## config.mk

```make
export PLATFORM = sky130hd
export DESIGN_NAME = ppu_interrupt_multi_flat
export DESIGN_NICKNAME = d
export VERILOG_FILES = /design/src/rtl/ppu_interrupt_multi_if.sv /design/src/rtl/ppu_interrupt_multi.sv /design/src/flat_wrapper.sv
export SDC_FILE = /design/constraint.sdc
export NUM_CORES = 1
export LEC_CHECK = 0
export CORE_ASPECT_RATIO = 1.4
export CORE_MARGIN = 2
export CORE_UTILIZATION = 45
export CTS_CLUSTER_DIAMETER = 80
export DETAILED_ROUTE_END_ITERATION = 12
export PLACE_DENSITY_LB_ADDON = 0.08
export SETUP_SLACK_MARGIN = 0.02
export SYNTH_ARGS = -nofsm -noshare
export SYNTH_HDL_FRONTEND = slang
export SYNTH_SLANG_ARGS = --single-unit
```

## constraint.sdc

```tcl
create_clock -name clock -period 1.6 [get_ports clock]
set_clock_uncertainty 0.1 [all_clocks]
set_input_delay 0.24 -clock clock [delete_from_list [all_inputs] [get_ports clock]]
set_output_delay 0.24 -clock clock [all_outputs]
set_load 0.005 [all_outputs]
```

## src/rtl/ppu_interrupt_multi_if.sv

```systemverilog
// ppu_interrupt_multi_if
//   Bundle of the PPU timing inputs, host-side controls and interrupt status
//   of ppu_interrupt_multi. Clock and reset stay plain ports on the block.
//   slave  : the interrupt block (samples sig/mode/clears, drives status)
//   master : the host / timing source side
//   Signals:
//     sig_i        [NUM_CH]            asynchronous source levels
//     mode_i       [2*NUM_CH]          per-channel edge mode (00 off, 01 rise, 10 fall, 11 both)
//     clear_mask_i [NUM_CH]            per-channel clear strobe
//     clear_all_i                      clear every channel
//     pending_o    [NUM_CH]            sticky pending bits
//     overrun_o    [NUM_CH]            sticky overrun bits
//     count_o      [NUM_CH*CNT_WIDTH]  saturating event counts
//     irq_o, irq_pulse_o               interrupt level and rising-edge pulse
//     first_valid_o, first_idx_o       only when PPU_INT_FIRST_EN is defined
interface ppu_interrupt_multi_if #(
    parameter int NUM_CH    = 4,
    parameter int CNT_WIDTH = 8
);
    logic [NUM_CH-1:0]           sig_i;
    logic [2*NUM_CH-1:0]         mode_i;
    logic [NUM_CH-1:0]           clear_mask_i;
    logic                        clear_all_i;
    logic [NUM_CH-1:0]           pending_o;
    logic [NUM_CH-1:0]           overrun_o;
    logic [NUM_CH*CNT_WIDTH-1:0] count_o;
    logic                        irq_o;
    logic                        irq_pulse_o;

`ifdef PPU_INT_FIRST_EN
    localparam int IDX_W = (NUM_CH > 2) ? $clog2(NUM_CH) : 1;
    logic             first_valid_o;
    logic [IDX_W-1:0] first_idx_o;

    modport slave (
        input  sig_i, mode_i, clear_mask_i, clear_all_i,
        output pending_o, overrun_o, count_o, irq_o, irq_pulse_o,
        output first_valid_o, first_idx_o
    );
    modport master (
        output sig_i, mode_i, clear_mask_i, clear_all_i,
        input  pending_o, overrun_o, count_o, irq_o, irq_pulse_o,
        input  first_valid_o, first_idx_o
    );
`else
    modport slave (
        input  sig_i, mode_i, clear_mask_i, clear_all_i,
        output pending_o, overrun_o, count_o, irq_o, irq_pulse_o
    );
    modport master (
        output sig_i, mode_i, clear_mask_i, clear_all_i,
        input  pending_o, overrun_o, count_o, irq_o, irq_pulse_o
    );
`endif
endinterface

```

## src/rtl/ppu_interrupt_multi.sv

```systemverilog
// ppu_interrupt_multi
//   Multi-channel PPU edge interrupt block. Each of NUM_CH asynchronous
//   timing inputs goes through a SYNC_STAGES-deep synchroniser plus one
//   history flop; edges between the last sync stage and the history flop are
//   qualified by a per-channel mode and latched into sticky pending bits,
//   overrun bits and saturating event counters. irq_o is the OR of pending,
//   irq_pulse_o flags its 0->1 transition one cycle later.
//   Ports:
//     clock  system clock
//     reset  asynchronous active-low reset
//     bus    ppu_interrupt_multi_if.slave (sig/mode/clear in, status out)
//   Optional build macro PPU_INT_FIRST_EN adds first_valid_o / first_idx_o:
//   capture of the lowest channel index of the first event since the last
//   clear_all_i.

// One channel: synchroniser, edge qualification, pending/overrun/counter.
module ppu_interrupt_multi_ch #(
    parameter int   SYNC_STAGES = 2,
    parameter int   CNT_WIDTH   = 8,
    parameter logic INIT        = 1'b0
) (
    input  logic                 clock,
    input  logic                 reset,
    input  logic                 sig,
    input  logic [1:0]           mode,
    input  logic                 clr,
    output logic                 pend_nxt,
    output logic                 pending,
    output logic                 overrun,
    output logic [CNT_WIDTH-1:0] count
`ifdef PPU_INT_FIRST_EN
    ,
    output logic                 ev
`endif
);
`ifndef PPU_INT_FIRST_EN
    logic ev;
`endif
    logic [SYNC_STAGES-1:0] sync_q;
    logic                   hist_q;
    logic                   s;
    logic                   rise;
    logic                   fall;
    logic                   ovr_nxt;
    logic [CNT_WIDTH-1:0]   cnt_nxt;

    assign s    = sync_q[SYNC_STAGES-1];
    assign rise = s & ~hist_q;
    assign fall = ~s & hist_q;
    // mode[0] enables rising, mode[1] falling; 11 therefore means both.
    assign ev   = (mode[0] & rise) | (mode[1] & fall);

    // A new event always wins over a clear in the same cycle.
    assign pend_nxt = ev | (pending & ~clr);
    assign ovr_nxt  = (ev & pending & ~clr) | (overrun & ~clr);

    always_comb begin
        cnt_nxt = count;
        if (clr)
            cnt_nxt = ev ? CNT_WIDTH'(1) : '0;
        else if (ev && (count != '1))
            cnt_nxt = count + CNT_WIDTH'(1);
    end

    always_ff @(posedge clock or negedge reset) begin
        if (!reset) begin
            sync_q  <= {SYNC_STAGES{INIT}};
            hist_q  <= INIT;
            pending <= 1'b0;
            overrun <= 1'b0;
            count   <= '0;
        end else begin
            sync_q  <= {sync_q[SYNC_STAGES-2:0], sig};
            hist_q  <= s;
            pending <= pend_nxt;
            overrun <= ovr_nxt;
            count   <= cnt_nxt;
        end
    end
endmodule

module ppu_interrupt_multi #(
    parameter int                NUM_CH      = 4,
    parameter int                SYNC_STAGES = 2,
    parameter int                CNT_WIDTH   = 8,
    parameter logic [NUM_CH-1:0] INIT_LEVEL  = NUM_CH'(4'b0011)
) (
    input  logic                   clock,
    input  logic                   reset,
    ppu_interrupt_multi_if.slave   bus
);
    logic [NUM_CH-1:0]                pend_nxt;
    logic [NUM_CH-1:0]                pending;
    logic [NUM_CH-1:0]                overrun;
    logic [NUM_CH-1:0][CNT_WIDTH-1:0] cnt_arr;
    logic [NUM_CH-1:0]                clr;
    logic                             irq_q;
    logic                             irq_prev_q;
    logic                             irq_pulse_q;

`ifdef PPU_INT_FIRST_EN
    localparam int IDX_W = (NUM_CH > 2) ? $clog2(NUM_CH) : 1;
    logic [NUM_CH-1:0] ev;
`endif

    assign clr = bus.clear_mask_i | {NUM_CH{bus.clear_all_i}};

    for (genvar i = 0; i < NUM_CH; i++) begin : g_ch
        ppu_interrupt_multi_ch #(
            .SYNC_STAGES (SYNC_STAGES),
            .CNT_WIDTH   (CNT_WIDTH),
            .INIT        (INIT_LEVEL[i])
        ) u_ch (
            .clock    (clock),
            .reset    (reset),
            .sig      (bus.sig_i[i]),
            .mode     (bus.mode_i[2*i +: 2]),
            .clr      (clr[i]),
            .pend_nxt (pend_nxt[i]),
            .pending  (pending[i]),
            .overrun  (overrun[i]),
            .count    (cnt_arr[i])
`ifdef PPU_INT_FIRST_EN
            ,
            .ev       (ev[i])
`endif
        );
    end

    // irq tracks next-state pending so it moves on the same edge as pending_o.
    always_ff @(posedge clock or negedge reset) begin
        if (!reset) begin
            irq_q       <= 1'b0;
            irq_prev_q  <= 1'b0;
            irq_pulse_q <= 1'b0;
        end else begin
            irq_q       <= |pend_nxt;
            irq_prev_q  <= irq_q;
            irq_pulse_q <= irq_q & ~irq_prev_q;
        end
    end

    assign bus.pending_o   = pending;
    assign bus.overrun_o   = overrun;
    assign bus.count_o     = cnt_arr;
    assign bus.irq_o       = irq_q;
    assign bus.irq_pulse_o = irq_pulse_q;

`ifdef PPU_INT_FIRST_EN
    logic             first_valid_q;
    logic [IDX_W-1:0] first_idx_q;
    logic [IDX_W-1:0] low_idx;

    // Scan downwards so the lowest active channel is the last one written.
    always_comb begin
        low_idx = '0;
        for (int i = NUM_CH - 1; i >= 0; i--)
            if (ev[i]) low_idx = IDX_W'(i);
    end

    // clear_all_i re-arms the capture; an event in that same cycle recaptures.
    always_ff @(posedge clock or negedge reset) begin
        if (!reset) begin
            first_valid_q <= 1'b0;
            first_idx_q   <= '0;
        end else if ((|ev) && (!first_valid_q || bus.clear_all_i)) begin
            first_valid_q <= 1'b1;
            first_idx_q   <= low_idx;
        end else if (bus.clear_all_i) begin
            first_valid_q <= 1'b0;
            first_idx_q   <= '0;
        end
    end

    assign bus.first_valid_o = first_valid_q;
    assign bus.first_idx_o   = first_idx_q;
`endif
endmodule
```

## src/flat_wrapper.sv

```systemverilog
// flat-port wrapper written by rule: the top's interface ports become plain ports
module ppu_interrupt_multi_flat 
#(
    parameter int                NUM_CH      = 4,
    parameter int                SYNC_STAGES = 2,
    parameter int                CNT_WIDTH   = 8,
    parameter logic [NUM_CH-1:0] INIT_LEVEL  = NUM_CH'(4'b0011)
)
  (clock, reset, bus_sig_i, bus_mode_i, bus_clear_mask_i, bus_clear_all_i, bus_pending_o, bus_overrun_o, bus_count_o, bus_irq_o, bus_irq_pulse_o);
  ppu_interrupt_multi_if #(.NUM_CH(NUM_CH), .CNT_WIDTH(CNT_WIDTH)) bus_i ();
  input  logic clock;
  input  logic reset;
  input wire logic [$bits(bus_i.sig_i)-1:0] bus_sig_i;
  input wire logic [$bits(bus_i.mode_i)-1:0] bus_mode_i;
  input wire logic [$bits(bus_i.clear_mask_i)-1:0] bus_clear_mask_i;
  input wire logic [$bits(bus_i.clear_all_i)-1:0] bus_clear_all_i;
  output wire logic [$bits(bus_i.pending_o)-1:0] bus_pending_o;
  output wire logic [$bits(bus_i.overrun_o)-1:0] bus_overrun_o;
  output wire logic [$bits(bus_i.count_o)-1:0] bus_count_o;
  output wire logic [$bits(bus_i.irq_o)-1:0] bus_irq_o;
  output wire logic [$bits(bus_i.irq_pulse_o)-1:0] bus_irq_pulse_o;
  assign bus_i.sig_i = bus_sig_i;
  assign bus_i.mode_i = bus_mode_i;
  assign bus_i.clear_mask_i = bus_clear_mask_i;
  assign bus_i.clear_all_i = bus_clear_all_i;
  assign bus_pending_o = bus_i.pending_o;
  assign bus_overrun_o = bus_i.overrun_o;
  assign bus_count_o = bus_i.count_o;
  assign bus_irq_o = bus_i.irq_o;
  assign bus_irq_pulse_o = bus_i.irq_pulse_o;
  ppu_interrupt_multi #(.NUM_CH(NUM_CH), .SYNC_STAGES(SYNC_STAGES), .CNT_WIDTH(CNT_WIDTH), .INIT_LEVEL(INIT_LEVEL)) u_core (.clock(clock), .reset(reset), .bus(bus_i));
endmodule
```

* After elaboration in Yosys (flattened, before gate mapping)
Index checks and enable logic that the tools add are counted.
Cells by class: add/subtract/negate cells 4, eq/ne operators 4, mux-type cells 12, bitwise logic cells 59, reduce and logical (&&, ||, !) cells 9
Operator list (count):
- two-way mux 8 bit | 8
- bitwise AND 1 bit | 33
- adder 8 x 1 -> 8 bit, second input constant | 4
- != test 8 bit, second input constant | 4
- inverter 1 bit | 13
- bitwise OR 1 bit | 12
- nonzero test 2 bit | 4
- logical AND 1 bit | 4
- two-way mux 1 bit | 4
- bitwise OR 4 bit | 1
- OR reduction 4 bit | 1
Word-level totals: bits in registers 55, bits of input ports 19, output and inout port bits 42, logic and storage cells 111

* Depth between registers and ports, before layout
Gate-level depths: netlist (run 1).
word-level depth 7, mapped depth 5, mapped depth without buffers 5

* Cells and area by module
From an unflattened synthesis (run 1), not the netlist that was laid out.
Second synthesis, totals: cells, all modules 229, area, all modules 2498.6 um^2
By module, submodules not included:
- ppu_interrupt_multi_ch at u_core.g_ch[0].u_ch ... | times used 2, cells each 55, area each 598.1 um^2, sequential area each 329.1 um^2
- ppu_interrupt_multi_ch at u_core.g_ch[2].u_ch ... | times used 2, cells each 55, area each 594.3 um^2, sequential area each 325.3 um^2
- ppu_interrupt_multi | times used 1, cells each 9, area each 113.9 um^2, sequential area each 75.1 um^2

* Worst setup path after synthesis (run 1)
OpenSTA, ideal clock, no wires.
path kind reg2reg, from reg u_core.g_ch[0].u_ch.sync_q[1], to reg u_core.irq_q, in the netlist u_core.bus.irq_o, setup time 0.139 ns, arrival 1.446 ns, required time 1.361 ns, path slack -0.084 ns, stages on the path, launching flop included 5, path buffers 0, period minus slack after synthesis 1.684 ns, path through dfstp_2 -> nand3b_1 -> nand2_1 -> a21o_1 -> or4_1
Between the ends: word-level cells in the longest chain between the ends 6, elaborated cells on any way between the ends 8, classes of those cells bitwise (7); reduce/logical (1)
RTL lines:
- start, declared | line ppu_interrupt_multi.sv:39 | logic [SYNC_STAGES-1:0] sync_q;
- start signal, assigned | line ppu_interrupt_multi.sv:67 | sync_q <= {SYNC_STAGES{INIT}};
- start signal, assigned | line ppu_interrupt_multi.sv:73 | sync_q <= {sync_q[SYNC_STAGES-2:0], sig};
- inverter 1 bit | line ppu_interrupt_multi.sv:49 | assign fall = ~s & hist_q;
- bitwise AND 1 bit | line ppu_interrupt_multi.sv:49
- bitwise AND 1 bit | line ppu_interrupt_multi.sv:51 | assign ev = (mode[0] & rise) | (mode[1] & fall);
- bitwise OR 1 bit * | line ppu_interrupt_multi.sv:51
- bitwise OR 1 bit * | line ppu_interrupt_multi.sv:54 | assign pend_nxt = ev | (pending & ~clr);
- via u_core.g_ch[0].u_ch.pend_nxt | line ppu_interrupt_multi.sv:27 | output logic pend_nxt,
- OR reduction 4 bit * | line ppu_interrupt_multi.sv:137 | irq_q <= |pend_nxt;
- end signal, assigned | line ppu_interrupt_multi.sv:137
- end, declared | line ppu_interrupt_multi.sv:97 | logic irq_q;
The timed path passes the listed nets; every way through them passes the cells marked *. A chain may end at the register's enable or synchronous reset.

* Worst setup path in the final report (run 1)
from reg u_core.g_ch[0].u_ch.hist_q, to reg u_core.g_ch[0].u_ch.count[2]
Between the ends: word-level cells in the longest chain between the ends 6, elaborated cells on any way between the ends 8, classes of those cells bitwise (6); reduce/logical (2)
RTL lines:
- start, declared | line ppu_interrupt_multi.sv:40 | logic hist_q;
- start signal, assigned | line ppu_interrupt_multi.sv:74 | hist_q <= s;
- inverter 1 bit | line ppu_interrupt_multi.sv:48 | assign rise = s & ~hist_q;
- bitwise AND 1 bit | line ppu_interrupt_multi.sv:48
- bitwise AND 1 bit | line ppu_interrupt_multi.sv:51
- bitwise OR 1 bit * | line ppu_interrupt_multi.sv:51
- logical AND 1 bit * | line ppu_interrupt_multi.sv:61 | else if (ev && (count != '1))
- nonzero test 2 bit (no line) *
- end signal, assigned | line ppu_interrupt_multi.sv:77 | count <= cnt_nxt;
- end, declared | line ppu_interrupt_multi.sv:30 | output logic [CNT_WIDTH-1:0] count
Mark *: on every way between the ends. The rest lies on a longest branch, timed or not.

==> run_results.csv, run 1 <==
group,metric,value,unit
clock_network,cts-htree-levels,2,
detailed_routing,first_pass_iters,4,
layout,layout_common_cells,"buf_4, dfrtp_1, clkdlybuf4s50_1, nor2_1, nand2_1",
sta,final.period_utilization,1.085,
floorplan,dieArea,6381,um^2
yosys,yosysWarnings,0,
floorplan,rows,32,
grt,antenna_found_initial,0,
layout,num_antenna_cells,0,
detailed_routing,drc,0,
sta,hold_violations,0,
clock_network,cts_sinks,55,
floorplan,die_w,68.09,um
clock_network,cts_tree,"built",
layout,syn_to_final_growth,57.98,%
yosys,syn_area,2587,um^2
clock_network,cts-buffers-inserted,5,
yosys,synth_edf_count,0,
sta,tightest_slew,0.4018,ns
setup_path,setup.worst_path.class,"reg -> reg",
grt,met3_usage,0.03597,
layout,final_common_cell,"buf_4",
placement,portBuffers,60,
layout,post-route-util,0.7398,
grt,top_usage_layer,"met2",
yosys,ys_types,37,
clock_network,clk_path_buf_depth,2,
detailed_routing,via_count,2432,
setup_path,endpoint_kind,"flop",
placement,dp_hpwl,4.443,mm
detailed_routing,drt-vias-per-instance,5.404,
setup_path,start_kind,"flop",
clock_network,clkTransAtPathRegs,0.09,ns
sta,slew_headroom,0.7321,
status,status,"finished, violations left",
sta,finalMaxSlewViolations,0,
setup_path,arrival,1.87,ns
floorplan,start_util,0.4683,
grt,grtUsageTotal,0.2148,
job,cap_violations,0,
yosys,synthCells,247,
grt,met2_usage,0.3778,
yosys,synth_flop_cell,"dfrtp_1",
grt,grt_max_degree,41,
grt,grt_pass1_wl,10.52,mm
floorplan,core,5525,um^2
clock_network,cts-root-buf,"clkbuf_8",
sta,tns,-0.6533,ns
yosys,async_flop_share,1.000,
grt,grt-ovfl-total,0,
detailed_routing,drt_wl_total,6.739,mm
power_and_ir_drop,p_leak,0.002028,uW
setup_path,crit_path_max_fanout,4,
clock_network,clock_latency,0.31,ns
detailed_routing,drtAntennaViolNets,0,
power_and_ir_drop,power_density,644.8,nW/um^2
sta,setup_ws,-0.1358,ns
power_and_ir_drop,peakVddDrop,0.4479,mV
floorplan,die_h,93.72,um
sta,rsz0062_at_grt,"yes",
placement,globalplace.congestion,0.8005,
sta,max_freq,576.1,MHz
sta,min_period,1.736,ns
yosys,yosysSeqAreaShare,0.5348,
yosys,syn_area_per_cell,10.48,um^2
grt,grt_pass1_vias,2317,
floorplan,ios,61,
status,violations,"negative setup slack",
yosys,ys_seq_elements,55,
detailed_routing,drt_iter0_drc,118,
grt,met1_usage,0.2573,
sta,finalSetupViolCount,11,
worst_hold_path,hold_class,"in -> reg",
yosys,synth_nets,270,
detailed_routing,post_drt_wl_per_cell,14.98,um
setup_path,worstPathRequired,1.74,ns
layout,drive_above_1_share,0.3272,
layout,finalNetCount,404,
-- report_power, final --
part	total, uW	internal (uW)	switching (uW)
registers	1480	1450	34.6
logic	407	230	176
clock network	746	309	438
-- metal layers --
layer  part of all wire  up-vias
met1               0.40     1194
met3              0.041       17
met2               0.54       72
met4              0.022        0
li1                   -     1149
met5                  0        -
-- state kept, by name, summed over array words and instances, names as in the netlist --
signal / cells
u_core.g_ch.u_ch.count: 32
u_core.g_ch.u_ch.sync_q: 8
u_core.g_ch.u_ch.hist_q: 4
u_core.g_ch.u_ch.overrun: 4
u_core.g_ch.u_ch.pending: 4
u_core.bus.irq_o: 1
u_core.bus.irq_pulse_o: 1
u_core.irq_prev_q: 1
-- final cells by class --
class,count,area (um^2)
Clock inverter,1,5.005
Timing Repair Buffer,140,1250
Clock buffer,7,76.32
Inverter,4,15.01
Fill cell,403,1438
Tap cell,68,85.08
Multi-Input combinational cell,175,1271
Sequential cell,55,1385
-- logic make-up after synthesis --
family,synth area share
DFF,0.5348
xor gates and xnor gates,0.02031
and+or+nand+nor,0.2099
muxes,0.02756
buffers and inverters,0.03917
AOI/OAI and AO/OA,0.1489
adders and majority gates,0.01934
-- Yosys cell counts, types with 3 or more instances --
cell       instances  share of area
a41o_1             3          0.012
o21ai_0            6          0.012
and4_1             4          0.014
nand4_1            4         0.0097
xnor2_1            6          0.020
and3_1             5          0.012
or3_1              5          0.012
clkbuf_1           4         0.0058
a21oi_1           14          0.027
a21boi_0           3         0.0087
nor2b_1            4         0.0097
nand3_1           10          0.019
a211oi_1          13          0.038
mux2i_1            6          0.023
inv_1              4         0.0058
dfstp_2            6          0.061
ha_1               4          0.019
nand3b_1           6          0.017
nand2_1           23          0.033
dfrtp_1           49           0.47
nor2_1            29          0.042
a2111oi_1          3          0.012
buf_4              8          0.023
or2_2              4         0.0097
a22o_1             3          0.010
a31oi_1            3         0.0073
o211ai_1           3         0.0087
a21o_1             3         0.0087
-- what timing repair did --
action / in CTS / in global routing
setup endpoints to repair: 43 / 36
buffers inserted: 18 / 16
pin swaps: 10 / 23
hold buffers: 1 / 0
resized for setup: 35 / 41
hold endpoints to repair: 9 / 0
-- final timing paths --
kind / end / start / cells past startpoint / slack, ns
max in group asynchronous: u_core.g_ch[1].u_ch.count[3]$_DFFE_PN0P_ / reset / 3 / 0.56
worst min register to register: u_core.g_ch[3].u_ch.sync_q[1]$_DFF_PN0_ / u_core.g_ch[3].u_ch.sync_q[0]$_DFF_PN0_ / 0 / 0.26
worst max-delay path: u_core.g_ch[0].u_ch.count[2]$_DFFE_PN0P_ / u_core.g_ch[0].u_ch.hist_q$_DFF_PN1_ / 5 / -0.14
worst min-delay path: u_core.g_ch[1].u_ch.sync_q[0]$_DFF_PN1_ / bus_sig_i[1] / 1 / 0.23
worst max register to register: u_core.g_ch[0].u_ch.count[2]$_DFFE_PN0P_ / u_core.g_ch[0].u_ch.hist_q$_DFF_PN1_ / 5 / -0.14
min in group asynchronous: u_core.g_ch[0].u_ch.count[4]$_DFFE_PN0P_ / reset / 2 / 0.28
-- critical path, cell delays in order (launching register included) --
cell      delay [ns]
dfstp_2         0.54
nand3b_1        0.15
buf_6           0.17
a22o_1          0.24
or3_1           0.32
a21oi_2         0.14
-- per-stage QoR --
step	total power [uW]	worst slack [ns]	std cells	instance area, um^2	hold slack (ns)
2_1_floorplan	1642	-0.08412	247	2603	-0.1556
3_3_place_gp	1859	-0.2900	408	3555	0.08437
3_5_place_dp	1868	-0.2999	408	3555	0.08854
4_1_cts	2612	-0.1358	435	3820	0.2236
5_1_grt	2759	-0.1973	450	4088	0.2196
6_report	2636	-0.1358	450	4088	0.2270
Note: power is estimated with default switching activity, not from simulation.
==> run 2, diff against run 1 <==
- CORE_UTILIZATION: 45 -> 49
- RECOVER_POWER: default -> 100
- SETUP_SLACK_MARGIN: 0.02 -> 0.05
- clock period: 1.6 -> 1.79 ns (I/O delays scaled with it)
==> run 2 against run 1 <==
Compared with the run above: the flow now finishes without violations; combinational power decreased by 21%; critical path depth fell by 1; total power shrank 12%; worst setup slack gained 0.17 ns; first-iteration DRC count grew 19%; largest power group unchanged.
==> run_results.csv, run 2 (synthesis results as in run 1) <==
group,metric,value,unit
power_and_ir_drop,p_leak,0.001521,uW
floorplan,rows,31,
power_and_ir_drop,power_density,649.4,nW/um^2
sta,finalMaxSlewViolations,0,
layout,largest_reg_flops,32,
layout,drive_above_1_share,0.1916,
worst_hold_path,hold_class,"reg -> reg",
clock_network,cts-buffers-inserted,5,
layout,syn_to_final_growth,37.72,%
detailed_routing,drt_wl_total,5.727,mm
clock_network,cts_tree,"built",
clock_network,clkTransAtPathRegs,0.10,ns
layout,max_flop_register,"u_core.g_ch.u_ch.count",
setup_path,setup.worst_path.class,"reg -> reg",
layout,finalNetCount,356,
detailed_routing,via_count,2134,
sta,min_period,1.754,ns
setup_path,path_buf_inv,0,
clock_network,cts-htree-levels,2,
setup_path,slowest_stage,"dfstp_2",
clock_network,cts-root-buf,"clkbuf_8",
setup_path,worst_r2r_endpoint,"u_core.bus.irq_o$_DFF_PN0_",
sta,tightest_slew,0.7065,ns
floorplan,ios,61,
setup_path,path_delay_family,"simple AND/OR/NAND/NOR gates",
worst_hold_path,holdPathStages,0,
setup_path,r2r_slack,0.04,ns
sta,rsz0062_at_grt,"yes",
status,status,"finished clean",
detailed_routing,drc,0,
worst_hold_path,min_from,"u_core.g_ch[3].u_ch.sync_q[0]$_DFF_PN0_",
setup_path,endpoint_kind,"flop",
clock_network,clk_path_buf_depth,2,
worst_hold_path,holdPathEnd,"u_core.g_ch[3].u_ch.sync_q[1]$_DFF_PN0_",
setup_path,worstPathRequired,1.88,ns
setup_path,r2r-start,"u_core.g_ch[0].u_ch.hist_q$_DFF_PN1_",
setup_path,critPathMaxStageDelay,0.54,ns
floorplan,dieArea,5886,um^2
detailed_routing,first_pass_iters,4,
floorplan,start_util,0.5054,
sta,hold_violations,0,
detailed_routing,post_drt_wl_per_cell,14.32,um
detailed_routing,drtAntennaViolNets,0,
setup_path,start_kind,"flop",
layout,final_common_cell,"clkdlybuf4s50_1",
sta,final.period_utilization,0.9800,
sta,slew_headroom,0.5290,
layout,nFillCells,407,
power_and_ir_drop,peakVddDrop,0.3957,mV
clock_network,clock_latency,0.31,ns
placement,portBuffers,60,
grt,grt_pass1_vias,2039,
power_and_ir_drop,total_power,2314,uW
grt,grtUsageTotal,0.1995,
placement,globalplace.congestion,0.8193,
layout,post-route-util,0.6960,
floorplan,die_h,89.98,um
layout,layout_common_cells,"clkdlybuf4s50_1, dfrtp_1, nor2_1, buf_4, nand2_1",
detailed_routing,drt_iter0_drc,140,
sta,max_freq,570.1,MHz
setup_path,reg2reg_depth,4,
job,cap_violations,0,
grt,grt_pass1_wl,9.349,mm
setup_path,crit_path_max_fanout,5,
layout,reg_top3,"u_core.g_ch.u_ch.count (32), u_core.g_ch.u_ch.sync_q (8)",
grt,antenna_found_initial,0,
setup_path,path_cells,"nand3b_1 > nand2_2 > a21o_1 > or4_4",
placement,dp_hpwl,4.072,mm
sta,finalSetupViolCount,0,
clock_network,cts_sinks,55,
grt,grt-ovfl-total,0,
grt,grt_max_degree,30,
layout,num_antenna_cells,0,
floorplan,die_w,65.42,um
setup_path,arrival,1.84,ns
floorplan,core,5120,um^2
detailed_routing,drt-vias-per-instance,5.335,
## run 2: changes by cell type in the layout (fill, tap and decap cells not counted), sizes merged
cell           delta
clkbuf            +3
clkdlybuf4s15     -3
clkdlybuf4s50    +25
dlymetal6s2s      -8
dlygate4sd3       +4
dlygate4sd2      -18
buf              -51
## run 2: through the flow
stage / setup WS [ns] / hold WS (ns) / setup TNS (ns) / std cells / area [um^2]
5_1_grt: -0.008303 / 0.2651 / -0.008303 / 400 / 3563
2_1_floorplan: 0.1057 / -0.1271 / 0 / 247 / 2587
3_3_place_gp: -0.1212 / 0.1967 / -0.5173 / 387 / 3382
4_1_cts: 0.04203 / 0.2520 / 0 / 398 / 3493
6_report: 0.03578 / 0.2604 / 0 / 400 / 3563
3_5_place_dp: -0.1669 / 0.2009 / -1.073 / 387 / 3382
## run 2: worst register-to-register path, delay by kind of cell (launching register included)
family           cells  cell delay (ns)
flip-flops           1             0.54
AO/OA/AOI/OAI        1             0.17
AND/OR/NAND/NOR      3             0.83
## run 2: final cells by class
type                       count  area, um^2  share of cell area
clock buffer                   7       76.32             0.02142
clock inverter                 1       5.005            0.001404
multi-input combinational    175        1162              0.3262
inverter                       4       15.01            0.004213
timing repair buffer          92       835.8              0.2346
tap                           66       82.58             0.02317
sequential                    55        1386              0.3890
## run 2: worst max path at each step
stage | endpoint | slack, ns | cells past startpoint | from
2_1_floorplan | u_core.bus.irq_o$_DFF_PN0_ | 0.11 | 4 | u_core.g_ch[0].u_ch.sync_q[1]$_DFF_PN1_
3_3_place_gp | u_core.bus.irq_o$_DFF_PN0_ | -0.12 | 4 | bus_clear_all_i
3_5_place_dp | u_core.bus.irq_o$_DFF_PN0_ | -0.17 | 4 | bus_clear_all_i
4_1_cts | u_core.bus.irq_o$_DFF_PN0_ | 0.04 | 4 | u_core.g_ch[0].u_ch.hist_q$_DFF_PN1_
5_1_grt | u_core.bus.irq_o$_DFF_PN0_ | -0.008 | 4 | u_core.g_ch[0].u_ch.hist_q$_DFF_PN1_
6_report | u_core.bus.irq_o$_DFF_PN0_ | 0.04 | 4 | u_core.g_ch[0].u_ch.hist_q$_DFF_PN1_
## run 2: repair_timing
item | 4_1_cts | 5_1_grt
hold buffers | 1 | 0
endpoints found under the setup margin | 2 | 15
hold endpoints to repair | 49 | 0
setup buffers | 2 | 2
resized for setup | 2 | 16
pin swaps | 0 | 5
## run 2: where the power goes
group	switching [uW]	internal, uW
Clock	393	276
Sequential	31.2	1290
Combinational	138	182
## run 2: routing by layer
layer,GRT usage,up-vias,share of wire
met5,0,-,0
li1,-,1058,-
met3,0.04130,6,0.042
met4,0.05556,0,0.011
met1,0.2628,1015,0.44
met2,0.3308,55,0.50
